$ cat src/rtl/pcoder_arbiter_if.sv
// pcoder_arbiter_if: requester-bank to arbiter handshake bundle
interface pcoder_arbiter_if;
  logic       en;
  logic [7:0] req;
  logic [7:0] gnt;
  logic [2:0] gnt_id;
  logic       gnt_valid;
  logic [7:0] hold_cnt;
  modport master (output en, req, input gnt, gnt_id, gnt_valid, hold_cnt);
  modport slave (input en, req, output gnt, gnt_id, gnt_valid, hold_cnt);
endinterface

$ cat src/rtl/pcoder_arbiter.sv
// pcoder_arbiter: 8-way round-robin arbiter with bounded tenure
module pcoder_arbiter #(
  parameter int unsigned MAX_HOLD = 16
) (
  input logic             clk,
  input logic             rst_n,
  pcoder_arbiter_if.slave bus
);
  typedef enum logic {IDLE, GRANT} state_t;
  localparam logic [7:0] LAST = 8'(MAX_HOLD - 1);
  state_t     state, state_nx;
  logic [2:0] ptr, ptr_nx, owner, owner_nx, win;
  logic [7:0] grant, grant_nx, hold, hold_nx, cand;
  logic       owner_req, take;
  function automatic logic [2:0] search(input logic [7:0] v, input logic [2:0] p);
    logic [7:0] r;
    logic [2:0] k;
    r = 8'({v, v} >> p);
    k = 3'd0;
    for (int i = 7; i >= 0; i--)
      if (r[i]) k = 3'(i);
    return p + k;
  endfunction
  // the owner is excluded here; at timeout ptr = owner+1 already makes it lowest priority
  assign owner_req = state == GRANT && bus.req[owner];
  assign cand      = bus.req & ~grant;
  assign win       = search(cand, ptr);
  assign take      = bus.en && |cand && (!owner_req || hold == LAST);
  always_comb begin
    state_nx = (take || owner_req) ? GRANT : IDLE;
    owner_nx = take ? win : owner_req ? owner : 3'd0;
    hold_nx  = (take || !owner_req || hold == LAST) ? 8'd0 : hold + 8'd1;
    ptr_nx   = take ? win + 3'd1 : ptr;
    grant_nx = state_nx == GRANT ? 8'(1) << owner_nx : 8'd0;
  end
  always_ff @(posedge clk) begin
    if (!rst_n) begin
      state <= IDLE;
      ptr   <= 3'd0;
      owner <= 3'd0;
      grant <= 8'd0;
      hold  <= 8'd0;
    end else begin
      state <= state_nx;
      ptr   <= ptr_nx;
      owner <= owner_nx;
      grant <= grant_nx;
      hold  <= hold_nx;
    end
  end
  assign bus.gnt       = grant;
  assign bus.gnt_id    = owner;
  assign bus.gnt_valid = state == GRANT;
  assign bus.hold_cnt  = hold;
endmodule
$ cat src/flat_wrapper.sv
// flat-port wrapper written by rule: the top's interface ports become plain ports
module pcoder_arbiter_flat 
#(
  parameter int unsigned MAX_HOLD = 16
)
  (clk, rst_n, bus_en, bus_req, bus_gnt, bus_gnt_id, bus_gnt_valid, bus_hold_cnt);
  pcoder_arbiter_if bus_i ();
  input logic clk;
  input logic rst_n;
  input wire logic [$bits(bus_i.en)-1:0] bus_en;
  input wire logic [$bits(bus_i.req)-1:0] bus_req;
  output wire logic [$bits(bus_i.gnt)-1:0] bus_gnt;
  output wire logic [$bits(bus_i.gnt_id)-1:0] bus_gnt_id;
  output wire logic [$bits(bus_i.gnt_valid)-1:0] bus_gnt_valid;
  output wire logic [$bits(bus_i.hold_cnt)-1:0] bus_hold_cnt;
  assign bus_i.en = bus_en;
  assign bus_i.req = bus_req;
  assign bus_gnt = bus_i.gnt;
  assign bus_gnt_id = bus_i.gnt_id;
  assign bus_gnt_valid = bus_i.gnt_valid;
  assign bus_hold_cnt = bus_i.hold_cnt;
  pcoder_arbiter #(.MAX_HOLD(MAX_HOLD)) u_core (.clk(clk), .rst_n(rst_n), .bus(bus_i));
endmodule
$ cat config.mk
export PLATFORM = sky130hd
export DESIGN_NAME = pcoder_arbiter_flat
export DESIGN_NICKNAME = d
export VERILOG_FILES = /design/src/rtl/pcoder_arbiter_if.sv /design/src/rtl/pcoder_arbiter.sv /design/src/flat_wrapper.sv
export SDC_FILE = /design/constraint.sdc
export NUM_CORES = 1
export LEC_CHECK = 0
export BUFFER_PORTS_ARGS = -buffer_cell sky130_fd_sc_hd__buf_2
export CAP_MARGIN = 20
export CORE_UTILIZATION = 45
export CTS_BUF_LIST = sky130_fd_sc_hd__clkbuf_8
export DETAILED_ROUTE_END_ITERATION = 16
export GPL_TIMING_DRIVEN = 0
export HOLD_SLACK_MARGIN = 0.03
export PLACE_DENSITY = 0.68
export SYNTH_ARGS = -nofsm -noshare
export SYNTH_HDL_FRONTEND = slang
export SYNTH_SLANG_ARGS = --single-unit
$ cat constraint.sdc
create_clock -name clk -period 4.7 [get_ports clk]
set_input_delay 0.94 -clock clk [delete_from_list [all_inputs] [get_ports clk]]
set_output_delay 0.94 -clock clk [all_outputs]
set_load 0.005 [all_outputs]
==> flow_summary.yaml, run 1 <==
status:
  status: "completed"
routing:
  routed-via-count: 1558
  viasPerCell: 5.625
  antenna_left: 0
  drc: 0
  first_pass_iters: 4
  drt_iter0_drc: 164
  wl_per_cell_um: 14.42
  finalWirelength_um: 3993
synthesis:
  async_flop_share_pct: 0
  avgSynthCellArea_um2: 8.542
  syn-num-nets: 212
  ys.flop_type: "dfxtp_1"
  synth-seq-cells: 23
  synth_edf_count: 0
  yosys_warnings: 0
  syn_area_um2: 1683
  ys_seq_area_share_pct: 27.36
  ys_types: 61
  synth_cells: 197
critical_path:
  r2r-end: "u_core.ptr[2]"
  cp_data_arrival_time_ns: 3.95
  r2r_slack_ns: 0.90
  r2r_cells: 14
  r2r_start: "u_core.ptr[1]"
  critPathCaptureType: "flip-flop"
  required_ns: 4.85
  critical_path_class: "reg -> reg"
  critPathLaunchType: "flip-flop"
  cp_max_fo: 10
grt:
  antenna_found_initial: 0
  grt_pass1_wl_um: 6934
  grt_max_degree: 14
  grt_pass1_vias: 1458
  grt-ovfl-total: 0
  grt_usage_pct: 21.84
clock_tree:
  cts-root-buf: "clkbuf_8"
  cts_max_level: 1
  clkTransAtPathRegs_ns: 0.08
  cts_hold_buf: 0
  cts_buffer_depth: 2
  clkLatencyLatePin_ns: 0.26
  cts_resized: 0
  cts_tree: "built"
  cts_made_buffers: 3
  cts_setup_buffers: 0
  cts.sinks: 23
power_and_ir_drop:
  p_leak_nw: 0.7839
  total_power_uw: 947.5
  power.density_nw_per_um2: 489.2
  max-vdd-ir-drop_mv: 0.3178
timing:
  hold_violations: 0
  tns_ns: 0
  setup_violations: 0
  final_max_slew_viol_count: 0
  tightest_slew_ns: 0.7514
  timing.hold.ws_ns: 0.4708
  slew_headroom_pct: 49.25
  finalClockSkew_ns: 0.004202
  finalCriticalPeriod_ns: 3.804
  fin_crit_sh_pct: 80.93
  fmax_mhz: 262.9
  rsz0062_at_grt: "false"
floorplan:
  core_area_um2: 3468
  die_h_um: 63.16
  die_w_um: 63.16
  pin_count: 31
  die_area_um2: 3989
  std_cell_rows: 21
  initial_core_util_pct: 48.52
place:
  placed_area_um2: 1891
  gp_congestion: 0.9351
  dp_hpwl_um: 3130
  port_buffers: 30
hold_path:
  holdCritPathClass: "reg -> reg"
  min_delay_worst_endpoint: "u_core.bus.hold_cnt[0]"
  hp-start: "u_core.bus.hold_cnt[0]"
  whs_path_depth: 1
run:
  cap_viol_max_count: 0
layout:
  fin_area_um2: 1937
  drive_above_1_share_pct: 26.41
  final_core_util_pct: 55.84
  syn_to_final_growth_pct: 15.09
  antennaDiodeCount: 0
  fin_nets: 247
==> layout by cell type (no fill, tap or decap), types with 2 or more instances in the layout <==
cell and count:
nor2_1 15, a211oi_1 9, a211oi_2 3, mux4_2 2
nor2b_1 9, inv_1 6, and2_1 3, nor4_1 2
a22oi_1 2, nand2_1 15, o21ai_0 8, nand3_1 6
a211o_1 2, nor3_1 4, ha_1 3, o21a_1 2
o21ai_1 5, xnor2_1 4, buf_4 2, mux2i_1 4
nand4b_1 2, mux2_2 4, o22ai_1 3, nor3b_1 3
a21oi_1 7, nand2b_1 8, clkbuf_1 2, nand3b_1 2
clkbuf_8 3, xor2_1 5, dfxtp_1 23, buf_2 32
==> layout make-up <==
class | instances | area (um^2)
fillers | 354 | 1531
inverters | 6 | 22.52
well taps | 46 | 57.56
repair buffers | 30 | 150.1
flip-flops and latches | 23 | 460.4
clock buffers | 3 | 41.29
clock inverters | 1 | 5.005
multi-input cells | 161 | 1156
plain buffers | 7 | 43.79
==> state kept, by name, indices dropped and copies added, names as in the netlist <==
name / cells
u_core.bus.gnt: 8
u_core.bus.hold_cnt: 8
u_core.bus.gnt_id: 3
u_core.ptr: 3
u_core.bus.gnt_valid: 1
==> metrics by stage <==
stage / std cells / setup slack [ns]
floorplan: 197 / 1.024
global placement: 273 / 0.6678
detailed placement: 273 / 0.6830
CTS: 277 / 0.9341
global route: 277 / 0.6759
finish: 277 / 0.8961
==> layer usage <==
metal | up-vias | part of all wire (%) | wire, um | track usage (%)
met5 | - | 0 | 0 | 0
met4 | 0 | 1.3 | 51 | 7.267
met3 | 6 | 3.3 | 133 | 1.268
met2 | 39 | 45 | 1815 | 35.08
met1 | 719 | 50 | 1993 | 30.82
li1 | 794 | - | - | -
==> power breakdown <==
part           switching, mW  internal, mW
Sequential            0.0376         0.224
Combinational          0.319         0.248
Clock                 0.0595        0.0591
Total                  0.416         0.531
==> how the worst max path moves through the flow <==
stage | slack [ns] | depth (start not counted) | to | from
finish | 0.90 | 14 | u_core.ptr[2] | u_core.ptr[1]
global route | 0.68 | 14 | u_core.ptr[2] | u_core.ptr[1]
CTS | 0.93 | 14 | u_core.ptr[2] | u_core.ptr[1]
detailed placement | 0.68 | 13 | u_core.ptr[2] | bus_req[5]
global placement | 0.67 | 14 | u_core.ptr[2] | bus_req[4]
floorplan | 1.02 | 12 | u_core.ptr[2] | bus_req[2]
==> worst max-delay path: stages (launching register included) <==
cell and delay (ns):
dfxtp_1 0.45, buf_2 0.26, buf_4 0.22, mux2i_1 0.30, nor3_1 0.08, a311o_1 0.34, nor2b_1 0.13, o32ai_1 0.11
a31oi_1 0.14, ha_1 0.21, fa_1 0.54, ha_1 0.24, xor2_1 0.16, and4bb_2 0.23, o31a_1 0.27
==> logic make-up (layout without fill, tap and decap cells) <==
kind of cell | Yosys count | in the layout | share of synthesized area, %
compound gates | 56 | 56 | 25.06
xor+xnor | 9 | 9 | 4.684
fa+ha+maj | 4 | 4 | 3.420
buf+inv | 13 | 47 | 3.940
flops | 23 | 23 | 27.36
mux | 10 | 10 | 7.732
simple gates | 82 | 82 | 27.81
==> synthesized netlist by cell type, types with 4 or more instances <==
| library cell | n | share of area (%) |
|---|---|---|
| xor2_1 | 5 | 2.6 |
| mux2i_1 | 4 | 2.4 |
| nor2_1 | 15 | 3.3 |
| a211oi_1 | 9 | 4.0 |
| a21oi_1 | 7 | 2.1 |
| nand3_1 | 6 | 1.8 |
| o21ai_0 | 8 | 2.4 |
| dfxtp_1 | 23 | 27 |
| inv_1 | 6 | 1.3 |
| nor2b_1 | 9 | 3.3 |
| nand2_1 | 15 | 3.3 |
| mux2_2 | 4 | 2.7 |
| o21ai_1 | 5 | 1.5 |
| xnor2_1 | 4 | 2.1 |
| nand2b_1 | 8 | 3.0 |
| nor3_1 | 4 | 1.2 |
Note: power is estimated with default switching activity, not from simulation.
==> inputs of run 2 (changes only) <==
==> constraint.sdc (replaced) <==
create_clock -name clk -period 3.5 [get_ports clk]
set_input_delay 0.7 -clock clk [delete_from_list [all_inputs] [get_ports clk]]
set_output_delay 0.7 -clock clk [all_outputs]
set_load 0.005 [all_outputs]
==> flow_summary.yaml, run 2 (synthesized netlist as in run 1, its figures left out) <==
status:
  status: "completed"
layout:
  final_cell_mix: "buf_2, dfxtp_1, nand2_1, nor2_1, buf_4"
  finalNonFillerCells: 287
  final_core_util_pct: 61.44
  num-fill-cells: 323
  syn_to_final_growth_pct: 26.62
  final_common_cell: "buf_2"
  fin_nets: 257
  drive_above_1_share_pct: 35.68
  antennaDiodeCount: 0
  seq_area_um2: 464.2
  multiInputGateArea_um2: 1254
routing:
  drc: 0
  viasPerCell: 5.641
  routed-via-count: 1619
  finalWirelength_um: 4320
  first_pass_iters: 4
  antenna_left: 0
  wl_per_cell_um: 15.05
  drt_iter0_drc: 153
hold_path:
  holdCritPathClass: "reg -> reg"
power_and_ir_drop:
  p_leak_nw: 0.8629
  power.density_nw_per_um2: 685.6
  max-vdd-ir-drop_mv: 0.4580
critical_path:
  critPathLaunchType: "input port"
  r2r_start: "u_core.ptr[1]"
  r2r-end: "u_core.ptr[2]"
  r2r_cells: 13
  cp_max_fo: 6
  slowest_stage: "fa_2"
  crit_start: "bus_req[2]"
  crit_chain: "buf_2 -> and2b_4 -> mux2_4 -> or3_1 -> a21oi_2 -> o32ai_1 -> a31oi_1 -> ha_2 -> fa_2 -> ha_4 -> xor2_2 -> and4bb_2 -> o31a_1"
  endpoint: "u_core.ptr[2]"
  r2r_slack_ns: 0.15
  required_ns: 3.65
  cp_data_arrival_time_ns: 3.56
  critical_path_class: "in -> reg"
  slowest_delay_ns: 0.46
  critPathCaptureType: "flip-flop"
clock_tree:
  clkTransAtPathRegs_ns: 0.08
  cts_tree: "built"
  cts_made_buffers: 3
  cts_buffer_depth: 2
  clkLatencyLatePin_ns: 0.26
  cts_max_level: 1
  cts-root-buf: "clkbuf_8"
  cts.sinks: 23
place:
  gp_congestion: 0.9351
  dp_hpwl_um: 3130
  port_buffers: 30
  dp.cells: 273
timing:
  tightest_slew_ns: 0.7315
  slew_headroom_pct: 50.60
  finalClockSkew_ns: 0.003877
  fmax_mhz: 293.4
  setup_violations: 0
  fin_crit_sh_pct: 97.38
  hold_violations: 0
  final_max_slew_viol_count: 0
  finalCriticalPeriod_ns: 3.408
grt:
  antenna_found_initial: 0
  grt_pass1_wl_um: 7017
  grt_usage_pct: 22.21
  grt_pass1_vias: 1471
  grt-ovfl-total: 0
  grt_max_degree: 14
floorplan:
  die_w_um: 63.16
  die_h_um: 63.16
  std_cell_rows: 21
  die_area_um2: 3989
  pin_count: 31
  core_area_um2: 3468
  initial_core_util_pct: 48.52
run:
  cap_viol_max_count: 0
==> run 2: cell types whose count changed in the layout (fill, tap and decap cells not counted), sizes merged <==
cell,delta
buf,+10
==> run 2: routing by layer <==
layer	part of all wire, %	GRT usage, %	up-vias
met5	0	0	-
met4	1.4	7.267	0
met3	3.7	1.268	8
met2	47	35.75	43
met1	48	31.33	754
li1	-	-	814
==> run 2: final cells by class <==
type | instances | area share [%]
plain buffers | 7 | 2.877
clock buffers | 3 | 1.938
repair buffers | 40 | 10.57
clock inverters | 1 | 0.2349
inverters | 6 | 1.057
multi-input cells | 161 | 58.84
flip-flops and latches | 23 | 21.79
well taps | 46 | 2.701
==> run 2: per-stage QoR <==
stage	total power, mW	setup slack, ns	instance area [um^2]	setup TNS (ns)	hold slack (ns)
global placement	1.103	-0.2922	1891	-0.2922	0.4452
CTS	1.319	0.006650	1969	0	0.4740
floorplan	0.9354	0.06380	1683	0	0.4441
detailed placement	1.107	-0.2770	1891	-0.2770	0.4543
global route	1.579	-0.03500	2131	-0.03500	0.5242
finish	1.461	0.09166	2131	0	0.4719
==> run 2: worst min-delay path by stage <==
stage	start	to	slack [ns]	cells after the start
global placement	u_core.bus.hold_cnt[0]	u_core.bus.hold_cnt[0]	0.45	1
floorplan	u_core.bus.hold_cnt[0]	u_core.bus.hold_cnt[0]	0.44	1
CTS	u_core.bus.hold_cnt[0]	u_core.bus.hold_cnt[0]	0.47	1
global route	u_core.bus.hold_cnt[0]	u_core.bus.hold_cnt[0]	0.52	1
detailed placement	u_core.bus.hold_cnt[0]	u_core.bus.hold_cnt[0]	0.45	1
finish	u_core.bus.hold_cnt[0]	u_core.bus.hold_cnt[0]	0.47	1
==> run 2: where the power goes <==
part / switching, mW / internal (mW)
logic: 0.493 / 0.455
registers: 0.0513 / 0.303
clock network: 0.0799 / 0.0793
==> run 2: what timing repair did <==
action,in CTS,in global routing
resized for setup,8,20
buffers inserted,1,9
hold endpoints to repair,0,0
setup endpoints to repair,1,1
hold buffers,0,0
pin swaps,2,5
==> run 2: critical path, delay by kind of cell <==
family	cells	cell delay (ns)
buffers and inverters	1	0.11
xor gates and xnor gates	1	0.15
AOI/OAI and AO/OA	4	0.73
and+or+nand+nor	3	0.72
adders and majority gates	3	0.87
muxes	1	0.27
